==> src/rtl/uart_tx.sv <==
// 8N1 UART transmitter with a one-entry holding register so consecutive
// frames leave back-to-back; tx idles high and data goes out LSB first.
module uart_tx #(
  parameter int CLOCK_DIVIDE  = 5,
  parameter int TICKS_PER_BIT = 4
) (
  input  logic       clk,
  input  logic       rst,
  input  logic       transmit,
  input  logic [7:0] tx_byte,
  output logic       tx,
  output logic       tx_ready,
  output logic       is_transmitting
);

  localparam int DW = (CLOCK_DIVIDE  > 1) ? $clog2(CLOCK_DIVIDE)  : 1;
  localparam int TW = (TICKS_PER_BIT > 1) ? $clog2(TICKS_PER_BIT) : 1;

  localparam logic [1:0] IDLE  = 2'd0;
  localparam logic [1:0] START = 2'd1;
  localparam logic [1:0] DATA  = 2'd2;
  localparam logic [1:0] STOP  = 2'd3;

  logic [1:0]    state;
  logic [DW-1:0] div_cnt;
  logic [TW-1:0] tick_cnt;
  logic [3:0]    bit_cnt;
  logic [7:0]    shifter;
  logic [7:0]    hold;
  logic          hold_full;

  logic       div_last, tick_last, bit_end, stop_last, accept;
  logic       load, clear_hold;
  logic [7:0] load_byte;

  assign div_last  = (div_cnt  == DW'(CLOCK_DIVIDE  - 1));
  assign tick_last = (tick_cnt == TW'(TICKS_PER_BIT - 1));
  assign bit_end   = div_last && tick_last;
  assign stop_last = (state == STOP) && bit_end;
  assign tx_ready  = !hold_full && !rst;
  assign accept    = transmit && tx_ready;

  // A new frame can only begin from IDLE or on the final stop cycle; a pending
  // held byte takes priority, otherwise an accept on that cycle bypasses hold.
  always_comb begin
    load       = 1'b0;
    clear_hold = 1'b0;
    load_byte  = hold;
    if (state == IDLE || stop_last) begin
      if (hold_full) begin
        load       = 1'b1;
        clear_hold = 1'b1;
      end else if (accept) begin
        load      = 1'b1;
        load_byte = tx_byte;
      end
    end
  end

  always_ff @(posedge clk) begin
    if (rst) begin
      state           <= IDLE;
      tx              <= 1'b1;
      is_transmitting <= 1'b0;
      hold_full       <= 1'b0;
      hold            <= '0;
      shifter         <= '0;
      div_cnt         <= '0;
      tick_cnt        <= '0;
      bit_cnt         <= '0;
    end else begin
      if (clear_hold)
        hold_full <= 1'b0;
      else if (accept && !load) begin
        hold      <= tx_byte;
        hold_full <= 1'b1;
      end

      // Bit timing restarts on every frame load, so edges stay frame-aligned.
      if (state != IDLE) begin
        if (div_last) begin
          div_cnt  <= '0;
          tick_cnt <= tick_last ? '0 : tick_cnt + 1'b1;
        end else
          div_cnt <= div_cnt + 1'b1;
      end

      if (load) begin
        state           <= START;
        tx              <= 1'b0;
        shifter         <= load_byte;
        bit_cnt         <= 4'd8;
        div_cnt         <= '0;
        tick_cnt        <= '0;
        is_transmitting <= 1'b1;
      end else if (bit_end) begin
        case (state)
          START: begin
            state <= DATA;
            tx    <= shifter[0];
          end
          DATA: begin
            if (bit_cnt == 4'd1) begin
              state   <= STOP;
              tx      <= 1'b1;
              bit_cnt <= '0;
            end else begin
              tx      <= shifter[1];
              shifter <= shifter >> 1;
              bit_cnt <= bit_cnt - 1'b1;
            end
          end
          STOP: begin
            state           <= IDLE;
            is_transmitting <= 1'b0;
          end
          default: ;
        endcase
      end
    end
  end

endmodule

==> config.mk <==
export PLATFORM = sky130hd
export DESIGN_NAME = uart_tx
export DESIGN_NICKNAME = d
export VERILOG_FILES = /design/src/rtl/uart_tx.sv
export SDC_FILE = /design/constraint.sdc
export NUM_CORES = 1
export LEC_CHECK = 0
export CORE_MARGIN = 5
export CORE_UTILIZATION = 62
export DETAILED_ROUTE_END_ITERATION = 6
export PLACE_DENSITY = 0.87
export SLEW_MARGIN = 20
export SYNTH_ARGS = -nofsm -noshare
export SYNTH_HDL_FRONTEND = slang
export SYNTH_SLANG_ARGS = --single-unit
==> constraint.sdc <==
create_clock -name clk -period 4.1 [get_ports clk]
set_input_delay 1.23 -clock clk [delete_from_list [all_inputs] [get_ports clk]]
set_output_delay 1.23 -clock clk [all_outputs]
set_load 0.03 [all_outputs]
==> impl_metrics.env <==
export IMPL_grt_pass1_vias=1374
export IMPL_die_y_um=63.51
export IMPL_start_util=0.6438
export IMPL_syn_avg_cell_area_um2=9.199
export IMPL_final_cell_mix="a21oi_1, dfxtp_1, nand2b_1"
export IMPL_syn_area_mm2=0.001775
export IMPL_cts_root_buf="clkbuf_4"
export IMPL_crit_path_start="rst"
export IMPL_critPathLaunchType="primary input"
export IMPL_antenna_found_initial=0
export IMPL_syn_nets=215
export IMPL_end_kind="output port"
export IMPL_cts_resized=0
export IMPL_status="finished clean"
export IMPL_worstPathMaxFanout=2
export IMPL_diodes=0
export IMPL_yosysUniqueCellTypes=36
export IMPL_slew_headroom=0.5112
export IMPL_r2r_slack_ns=1.93
export IMPL_clkTransAtPathRegs_ns=0.09
export IMPL_dieArea_mm2=0.004034
export IMPL_numCtsBuffers=5
export IMPL_min_path_type="reg2reg"
export IMPL_grtUsageTotal=0.1938
export IMPL_r2r_cells=6
export IMPL_cts_tree="built"
export IMPL_port_buffers=13
export IMPL_worst_slew_pin_slew_ns=0.7308
export IMPL_row_count=19
export IMPL_ios=14
export IMPL_skew_ns=0.003898
export IMPL_final_common_cell="a21oi_1"
export IMPL_stdcell_area_mm2=0.001953
export IMPL_drtPass1Iterations=5
export IMPL_finalCritPeriodShare=0.7710
export IMPL_reg2reg_to="shifter[7]$_SDFFE_PP0P_"
export IMPL_clk_latency_ns=0.33
export IMPL_max_freq_mhz=316.3
export IMPL_avgViaCountPerCell=5.987
export IMPL_cts_hold_buf=0
export IMPL_nets=227
export IMPL_gp_congestion=0.7503
export IMPL_yosysSeqAreaShare=0.3383
export IMPL_fin_crit_ns=3.161
export IMPL_maxCapViolCount=0
export IMPL_fin_util=0.7083
export IMPL_drt_wl_total_mm=3.604
export IMPL_cts_buffer_depth=2
export IMPL_synth_cells=193
export IMPL_power_density_mw_per_mm2=309.6
export IMPL_core_mm2=0.002758
export IMPL_crit_arrival_ns=1.93
export IMPL_cp_required_ns=2.87
export IMPL_report_final_setup_viol=0
export IMPL_post_cts_setup_buffers=0
export IMPL_p_leak_nw=0.7023
export IMPL_grt_pass1_wl_mm=6.258
export IMPL_grt_overflow=0
export IMPL_drc=0
export IMPL_crit_type="in2out"
export IMPL_drive_gt1_frac=0.1602
export IMPL_dpl_cell_area_mm2=0.001893
export IMPL_hold_start="hold[3]$_SDFFE_PP0P_"
export IMPL_dp_hpwl_mm=2.643
export IMPL_syn_to_final_growth_pct=10.01
export IMPL_die_w_um=63.51
export IMPL_slew_viol_final=0
export IMPL_drt_iter0_markers=129
export IMPL_worst_hold_slack_ns=0.4600
export IMPL_clock_sinks=30
export IMPL_ys_warn_count=0
export IMPL_vdd_drop_max_uv=339.6
export IMPL_crit_reg2reg_launch="state[0]$_SDFFE_PP0P_"
export IMPL_hold_depth=2
export IMPL_antenna_left=0
export IMPL_rsz0062_at_grt="false"
export IMPL_vias=1419
export IMPL_ys_ff_latch=30
export IMPL_finalHoldViolCount=0
export IMPL_hold_end="hold[3]$_SDFFE_PP0P_"
export IMPL_wl_per_cell_um=15.21
export IMPL_htree_levels=2
export IMPL_grt_max_degree=33
export IMPL_finalSetupTns_ns=0
where the power goes:
part / leakage [nW] / total (mW) / internal [mW] / switching [mW]
combinational: 0.423 / 0.102 / 0.0453 / 0.0567
clock: 0.0353 / 0.187 / 0.0830 / 0.104
sequential: 0.244 / 0.316 / 0.305 / 0.0104
total: 0.702 / 0.605 / 0.434 / 0.171
area by class of cell:
type / count / area [µm²]
Sequential cell: 30 / 600.6
Clock inverter: 1 / 5.005
Inverter: 9 / 33.78
Timing Repair Buffer: 15 / 142.6
Tap cell: 31 / 38.79
Multi-Input combinational cell: 144 / 1077
Clock buffer: 7 / 55.05
Fill cell: 216 / 804.5
critical path: stages:
cell	delay, ns
clkdlybuf4s50_1	0.48
nor2_1	0.04
buf_4	0.18
sequential cells by signal, summed over array words and instances, names as in the netlist:
register,count
shifter,8
is_transmitting,1
state,2
tx,1
bit_cnt,4
hold,8
tick_cnt,2
div_cnt,3
hold_full,1
synth_stat cells:
master	instances	share of area
nor4_2	1	0.0070
nor2_4	1	0.0063
nor2_1	14	0.030
nand4_4	1	0.012
ha_1	11	0.078
nor3b_4	1	0.011
o211a_4	1	0.0099
o2111ai_1	1	0.0049
a21o_1	2	0.0085
a22oi_1	1	0.0042
nand2_2	1	0.0035
a211oi_2	1	0.0070
o21ai_0	4	0.011
a21oi_1	31	0.087
nand2_1	17	0.036
o21bai_4	1	0.011
a21oi_4	1	0.0092
dfxtp_1	30	0.34
o221ai_2	1	0.0085
or2b_1	3	0.013
nor3_1	2	0.0056
a21o_2	1	0.0049
nor3b_2	1	0.0070
nand2b_1	20	0.070
a311oi_2	1	0.0085
buf_2	3	0.0085
clkbuf_1	4	0.0085
inv_1	9	0.019
nor3b_1	1	0.0042
and3_1	1	0.0035
buf_6	3	0.019
mux2i_1	4	0.023
a41oi_4	1	0.016
nand3_1	9	0.025
o32ai_2	8	0.073
o21ai_4	1	0.0092
per-layer routing:
layer	vias to the layer above	share of wire	routed length, µm	track usage
met1	671	0.42	1513	0.2179
met4	0	0.015	53	0.05974
met5	-	0	0	0
li1	703	-	-	-
met2	38	0.51	1841	0.3388
met3	7	0.054	196	0.06750
logic make-up after synthesis:
logic type                 Yosys count  synth area share
muxes                                4           0.02255
AOI/OAI and AO/OA                   56            0.2727
and+or+nand+nor                     73            0.2340
adders and majority gates           11           0.07752
buffers and inverters               19           0.05496
DFF                                 30            0.3383
through the flow:
| step | std cells | power [mW] | setup WS, ns |
|---|---|---|---|
| after floorplan | 193 | 0.3962 | 0.8464 |
| after global placement | 229 | 0.4185 | 0.9404 |
| after detailed placement | 229 | 0.4237 | 0.9360 |
| after CTS | 237 | 0.6048 | 0.9329 |
| after global routing | 237 | 0.6369 | 0.9217 |
| final | 237 | 0.6048 | 0.9387 |
worst max path at each step:
stage / end / depth (start not counted)
floorplan: tx_ready / 3
global placement: tx_ready / 3
detailed placement: tx_ready / 3
CTS: tx_ready / 3
global route: tx_ready / 3
finish: tx_ready / 3
(Power assumes the default switching activity.)
